$ cat config.mk
export PLATFORM = sky130hd
export DESIGN_NAME = monolith_round_seq
export DESIGN_NICKNAME = d
export VERILOG_FILES = /design/src/rtl/monolith_round_seq.sv
export SDC_FILE = /design/constraint.sdc
export NUM_CORES = 1
export LEC_CHECK = 0
export ABC_AREA = 0
export BUFFER_PORTS_ARGS = -buffer_cell sky130_fd_sc_hd__buf_2
export CAP_MARGIN = 20
export CORE_AREA = 3 3 784 786
export CTS_CLUSTER_SIZE = 24
export DETAILED_ROUTE_END_ITERATION = 6
export DIE_AREA = 0 0 787 789
export GPL_TIMING_DRIVEN = 0
export PLACE_DENSITY_LB_ADDON = 0.2
export SYNTH_ARGS = -nofsm -noshare
export SYNTH_HDL_FRONTEND = slang
export SYNTH_SLANG_ARGS = --single-unit
$ cat constraint.sdc
create_clock -name clk -period 3.2 [get_ports clk]
set_clock_uncertainty 0.05 [all_clocks]
set_input_delay 0.64 -clock clk [delete_from_list [all_inputs] [get_ports clk]]
set_output_delay 0.64 -clock clk [all_outputs]
set_load 0.005 [all_outputs]
$ cat src/rtl/monolith_round_seq.sv
// monolith_round_seq: takes one state from upstream, drives it through NUM_ROUNDS
// calls of an external round datapath, then offers the result downstream.
// A sticky err flag records stray round results and round-datapath timeouts.
module monolith_round_seq #(
  parameter int WORD_WIDTH   = 31,
  parameter int STATE_SIZE   = 16,
  parameter int NUM_ROUNDS   = 6,
  parameter int RC_IDX_WIDTH = 3,
  parameter int TIMEOUT      = 255
) (
  input  logic                                  clk,
  input  logic                                  reset,
  input  logic [STATE_SIZE-1:0][WORD_WIDTH-1:0] state_in,
  input  logic                                  in_valid,
  output logic                                  in_ready,
  output logic [STATE_SIZE-1:0][WORD_WIDTH-1:0] state_out,
  output logic                                  out_valid,
  input  logic                                  out_ready,
  output logic [STATE_SIZE-1:0][WORD_WIDTH-1:0] round_state,
  output logic                                  round_valid,
  output logic                                  round_pre,
  output logic [RC_IDX_WIDTH-1:0]               rc_index,
  input  logic [STATE_SIZE-1:0][WORD_WIDTH-1:0] round_result,
  input  logic                                  round_result_valid,
  output logic                                  err
);

  localparam int TO_W = (TIMEOUT < 2) ? 1 : $clog2(TIMEOUT + 1);
  localparam logic [TO_W-1:0]         TO_LAST    = TO_W'(TIMEOUT - 1);
  localparam logic [RC_IDX_WIDTH-1:0] LAST_ROUND = RC_IDX_WIDTH'(NUM_ROUNDS - 1);

  typedef enum logic [1:0] {IDLE, ISSUE, WAIT, DONE} state_t;

  state_t                                r_state;
  state_t                                w_next;
  logic [STATE_SIZE-1:0][WORD_WIDTH-1:0] r_work;
  logic [RC_IDX_WIDTH-1:0]               r_roundCnt;
  logic [TO_W-1:0]                       r_timeout;
  logic                                  r_err;
  logic                                  w_accept;
  logic                                  w_resultTake;
  logic                                  w_lastRound;
  logic                                  w_timeoutHit;
  logic                                  w_spurious;

  // The working register feeds both the round datapath and the downstream port,
  // and the round counter doubles as the registered round-constant address.
  assign state_out   = r_work;
  assign round_state = r_work;
  assign rc_index    = r_roundCnt;
  assign err         = r_err;

  // FSM state register.
  always_ff @(posedge clk) begin
    if (reset) begin
      r_state <= IDLE;
    end else begin
      r_state <= w_next;
    end
  end

  // Next-state decode plus the handshake and launch outputs, all decoded from state.
  always_comb begin
    w_next       = r_state;
    w_accept     = 1'b0;
    w_resultTake = 1'b0;
    w_timeoutHit = 1'b0;
    w_lastRound  = (r_roundCnt == LAST_ROUND);
    w_spurious   = round_result_valid && (r_state != WAIT);
    in_ready     = (r_state == IDLE);
    out_valid    = (r_state == DONE);
    round_valid  = (r_state == ISSUE);
    round_pre    = (r_roundCnt == '0) && ((r_state == ISSUE) || (r_state == WAIT));
    case (r_state)
      IDLE: begin
        if (in_valid) begin
          w_accept = 1'b1;
          w_next   = ISSUE;
        end
      end
      ISSUE: begin
        w_next = WAIT;
      end
      WAIT: begin
        if (round_result_valid) begin
          w_resultTake = 1'b1;
          w_next       = w_lastRound ? DONE : ISSUE;
        end else if (r_timeout == TO_LAST) begin
          w_timeoutHit = 1'b1;
          w_next       = IDLE;
        end
      end
      DONE: begin
        if (out_ready) begin
          w_next = IDLE;
        end
      end
      default: begin
        w_next = IDLE;
      end
    endcase
  end

  // Working state, round counter, timeout counter and sticky error flag.
  always_ff @(posedge clk) begin
    if (reset) begin
      r_work     <= '0;
      r_roundCnt <= '0;
      r_timeout  <= '0;
      r_err      <= 1'b0;
    end else begin
      if (w_accept) begin
        r_work     <= state_in;
        r_roundCnt <= '0;
      end
      if (r_state == ISSUE) begin
        r_timeout <= '0;
      end else if ((r_state == WAIT) && !round_result_valid) begin
        r_timeout <= r_timeout + TO_W'(1);
      end
      if (w_resultTake) begin
        r_work <= round_result;
        if (!w_lastRound) begin
          r_roundCnt <= r_roundCnt + RC_IDX_WIDTH'(1);
        end
      end
      if (w_spurious || w_timeoutHit) begin
        r_err <= 1'b1;
      end
    end
  end

endmodule

==> metrics.txt, run 1 <==
clk slew on worst S/H paths 60 ps; Synth Area in Adders 0.00486; Worst setup startpoint r_state[0]; largest family of logic cells by synthesized area simple AND/OR/NAND/NOR gates; CP max FO 10; Post-synth EDFFs 0; Placed Area 46000 um2; Netlist Area Pre-Place 25700 um2; worst r2r src r_state[0]; run status complete, no violations; fin cells 14412; Core Region 607000 um2; final setup fails 0; root buf cell clkbuf_16; CP required 3850 ps; area occupied by multi-input gates 10400 um2; met2 WL 214000 um; Peak supply drop 399 uV; CP peak stage delay 600 ps; GR Overflow Total 0; clock period minus worst slack 2970 ps; Crit path max-delay family buffers and inverters; cell area after layout 56400 um2; placed cells 13415; DRT iter0 DRCs 3129; Buf+Inv Stages, Crit Path 4; post-layout util 0.0929; cell count after synthesis 3346; layout cells sized above 1 0.457; Worst Max-Slew Pin Slew 1040 ps; H-Tree Depth 3; CP most frequent cell buf_2; sequential share of the synthesized area 0.397; mux contribution to synthesized area 0.000438; Die Area 621000 um2; WL final 487000 um; wire per inst 33.8 um; Ports 1997; Final Hold Viols 0; Via density 2.75; GPL Wtd Cong 0.969; kind of critical path reg -> reg; simple-gate share of the synthesized area 0.224; Final period util 0.927; leak pwr 24.8 nW; top sig layer met5; Critical Path Slowest Stage Cell buf_2; die width 787 um; clk buf depth 4; register area 10200 um2; fillers 71668; Yosys Warn Count 0; vias in the first global route 39084; largest net degree at the start of global routing 14; PD cells 643 nW/um2; f_max 337 MHz; min-delay worst type in -> reg; TritonCTS clock tree yes; CP Capture Type register; Pre-antenna DRT Iters 6; # rows 286; final slew viol count 0; vias 39625; DRC 0; DRT antenna net count 0; Post-Route M1 WL 200000 um; max cap viols 0; Post-Syn Area per Cell 7.69 um2; asr flop ratio synth 0; clock buffer count from CTS 84; critical-path cell list inv_1 -> ha_2 -> and2_1 -> buf_2 -> buf_2 -> buf_2 -> nand2_1 -> a311oi_1; Clk Latency, worst-skew pair 810 ps; Synth Area in Compound Gates 0.173; Post-Synth XOR/XNOR Area 0.00170; Synth Net Count 4353; dpl hpwl 443000 um; Startpoint Class register; Worst Path Arrival 3610 ps; final net count 7170; Top FF cell, synth dfxtp_1; P&R area growth vs syn 119%; min-delay src state_in[229]; # Post-CTS Setup Buffers 0; PortBufs 1995; Yosys reg bits 510; DIE HEIGHT 789 um; Worst slew margin 0.307; synth unique cells 32; GRT Resource Usage Total 0.150; Fin Setup TNS 0 ps; CTS sink cnt 510; Initial Utilization 0.0424; global-route wire length before repair 578000 um; metal3 WL 51900 um; initial antenna violation count 384
layout make-up:
type,instances,share of cell area
tap,8064,0.179
clock inverter,19,0.00410
buffer,775,0.0927
clock buffer,121,0.0431
antenna,131,0.00581
inverter,8,0.000533
sequential,510,0.181
multi-input combinational,2053,0.185
timing repair buffer,2731,0.309
cells in the final DEF, fill, tap and decap left out, types with 2 or more instances in the layout:
cell	n
ha_2	2
bufinv_16	4
clkbuf_4	2
buf_6	7
clkbuf_2	10
ha_1	8
buf_1	2
diode_2	131
a21oi_1	8
buf_4	531
nand4_1	4
clkinv_2	10
inv_6	2
buf_2	2146
buf_16	3
dfxtp_1	510
nand3b_1	2
nor2_1	506
nand2_2	2
clkbuf_8	21
o21ai_0	2
clkbuf_1	85
buf_8	9
xor2_1	4
clkbuf_16	84
nand2_1	999
a311oi_1	497
inv_1	8
nand3_1	2
dlygate4sd3_1	726
power breakdown:
group          internal [mW]  total, mW  switching, mW
registers               7.71       9.99           2.29
clock network           5.56       9.78           4.22
logic                   5.82       16.5           10.7
Yosys cell counts (all sizes together) (2+ instances only):
cell,number,area share
o21ai,3,0.00058
xor2,4,0.0014
nand2,1002,0.15
nand4,4,0.00097
nor2,506,0.074
clkbuf,80,0.012
a21oi,8,0.0016
buf,695,0.19
a311oi,497,0.17
nand3b,2,0.00058
nand3,2,0.00039
inv,8,0.0012
dfxtp,510,0.40
ha,10,0.0049
worst reg2reg max path, cell delays in order, from the launching register on:
cell      delay [ps]
dfxtp_1          350
inv_1            150
ha_2             360
and2_1           180
buf_2            230
buf_2            510
buf_2            610
nand2_1          140
a311oi_1         280
state kept, by name, indices dropped and copies added, names as in the netlist:
name         count
round_state    496
err              1
rc_index         3
r_timeout        8
r_state          2
final timing paths:
| check | to | slack, ps | cells after the start |
|---|---|---|---|
| setup reg to reg | round_state[310] | 230 | 8 |
| setup / recovery | round_state[310] | 230 | 8 |
| hold reg to reg | r_timeout[7] | 460 | 2 |
| hold / removal | round_state[229] | 110 | 3 |
cells by family (layout without fill, tap and decap cells):
kind of cell,after synthesis,in the layout
simple gates,1524,1524
buf+inv,783,3654
compound gates,513,513
flops,510,510
fa+ha+maj,10,10
xor+xnor,5,5
mux,1,1
other cells,0,131
metrics by stage:
stage	power [mW]	hold slack, ps	setup slack [ps]
global route	38.0	34.2	-0.692
CTS	37.3	0.278	0.360
detailed placement	26.0	451	-1420
finish	36.2	108	234
global placement	26.0	454	-2480
floorplan	14.1	417	1430
what timing repair did:
item                       in CTS  in global routing
hold buffers                  726                  0
gates resized for setup        40                  5
pin swaps                       0                  0
setup endpoints to repair     496                 42
hold endpoints to repair      443                  0
routing by layer:
| metal | track usage | vias up |
|---|---|---|
| met2 | 0.237 | 2506 |
| li1 | - | 16778 |
| met1 | 0.182 | 19535 |
| met5 | 0 | - |
| met3 | 0.0659 | 702 |
| met4 | 0.0465 | 104 |
No activity file was read; power rests on OpenSTA's default activity.
==> run 2, diff against run 1 <==
- CAP_MARGIN: 20 -> default
- PLACE_DENSITY: default -> 0.3
- PLACE_DENSITY_LB_ADDON: 0.2 -> default
==> metrics.txt, run 2 (same netlist as run 1, synthesis figures left out) <==
max reg flops 496; placed cells 13409; clock period minus worst slack 2960 ps; CP required 3850 ps; GRT Resource Usage Total 0.153; leak pwr 24.6 nW; CP max FO 10; R2R Path End round_state[136]; GR Overflow Total 0; layout cells sized above 1 0.458; TritonCTS clock tree yes; DIE HEIGHT 789 um; min-delay src round_result[207]; Hold Crit Depth 3; H-Tree Depth 3; Worst slew margin 0.104; root buf cell clkbuf_16; clk buf depth 4; vias in the first global route 38848; commonest non-fill, non-tap cells in the layout buf_2 (2149), nand2_1 (1001), dlygate4sd3_1 (696); clk slew on worst S/H paths 60 ps; DRT iter0 DRCs 3350; # Post-CTS Setup Buffers 0; most common cell after layout, fill and taps aside buf_2; Worst Path Arrival 3600 ps; PortBufs 1995; final net count 7136; min-delay worst type in -> reg; final slew viol count 0; max cap viols 0; # rows 286; worst r2r src r_state[0]; run status complete, no violations; Worst Hold End round_state[207]; kind of critical path reg -> reg; P&R area growth vs syn 117%; final setup fails 0; Worst Max-Slew Pin Slew 1340 ps; CP Capture Type register; Hold WS 101 ps; vias 39499; RSZ-0062 raised after global routing false; Reg2Reg Depth 9; Via density 2.75; Startpoint Class register; global-route wire length before repair 587000 um; PD cells 649 nW/um2; Die Area 621000 um2; Clk Latency, worst-skew pair 810 ps; Final Hold Viols 0; dpl hpwl 454000 um; largest net degree at the start of global routing 13; Core Region 607000 um2; Pre-antenna DRT Iters 5; wire per inst 34.6 um; initial antenna violation count 376; Ports 1997; WL final 497000 um; f_max 338 MHz; GPL Wtd Cong 1.00; fin cells 14359; Peak supply drop 385 uV; DRC 0; DRT antenna net count 0; CTS sink cnt 510; die width 787 um; Final period util 0.924; Initial Utilization 0.0424; FF-to-FF setup slack 240 ps; clock buffer count from CTS 86
==> run 2: worst max-delay path: stages (launching register included) <==
cell      delay [ps]
dfxtp_1          360
inv_1            160
ha_4             280
nand2_8          180
nand2_1          170
buf_12           300
buf_6            290
buf_2            300
nor2_1           130
a311oi_1         450
==> run 2: power breakdown <==
group          switching, mW  internal [mW]  total [mW]
Clock                   4.20           5.59        9.79
Combinational           10.6           5.75        16.4
Sequential              2.45           7.71        10.2
Total                   17.3           19.1        36.3
==> run 2: cell type report <==
class	count	area [um2]
Clock buffer	128	2480
Tap cell	8064	10100
Antenna cell	103	258
Multi-Input combinational cell	2053	10400
Clock inverter	23	243
Inverter	8	30.0
Buffer	775	5200
Timing Repair Buffer	2695	17000
Sequential cell	510	10200
Fill cell	71565	551000
==> run 2: how the worst max path moves through the flow <==
| stage | startpoint | to | slack (ps) |
|---|---|---|---|
| global route | r_state[0] | round_state[136] | 70 |
| detailed placement | r_state[0] | round_state[263] | -1590 |
| floorplan | reset | r_timeout[7] | 1430 |
| CTS | r_state[0] | round_state[409] | 40 |
| global placement | r_state[0] | round_state[245] | -2450 |
| finish | r_state[0] | round_state[136] | 240 |
==> run 2: stage by stage <==
stage	total power, mW	worst slack [ps]	TNS, ps	util	cell area (um2)
4_1_cts	37.4	37.5	0	0.0917	55700
6_report	36.3	244	0	0.0921	56000
3_5_place_dp	26.2	-1590	-580330	0.0756	45900
2_1_floorplan	14.1	1430	0	-	25700
3_3_place_gp	26.2	-2450	-947100	0.0754	45800
5_1_grt	38.1	69.1	0	0.0918	55800
==> run 2: routing by layer <==
metal / vias to the layer above / routed length (um) / track usage
met3: 731 / 49800 / 0.0660
met5: - / 544 / 0
met1: 19508 / 203000 / 0.182
li1: 16710 / - / -
met4: 86 / 18800 / 0.0474
met2: 2464 / 224000 / 0.247
==> run 2: timing repair <==
action,in CTS,in global routing
hold buffers,696,0
endpoints found under the setup margin,498,2
endpoints found under the hold margin,441,0
resized for setup,31,2
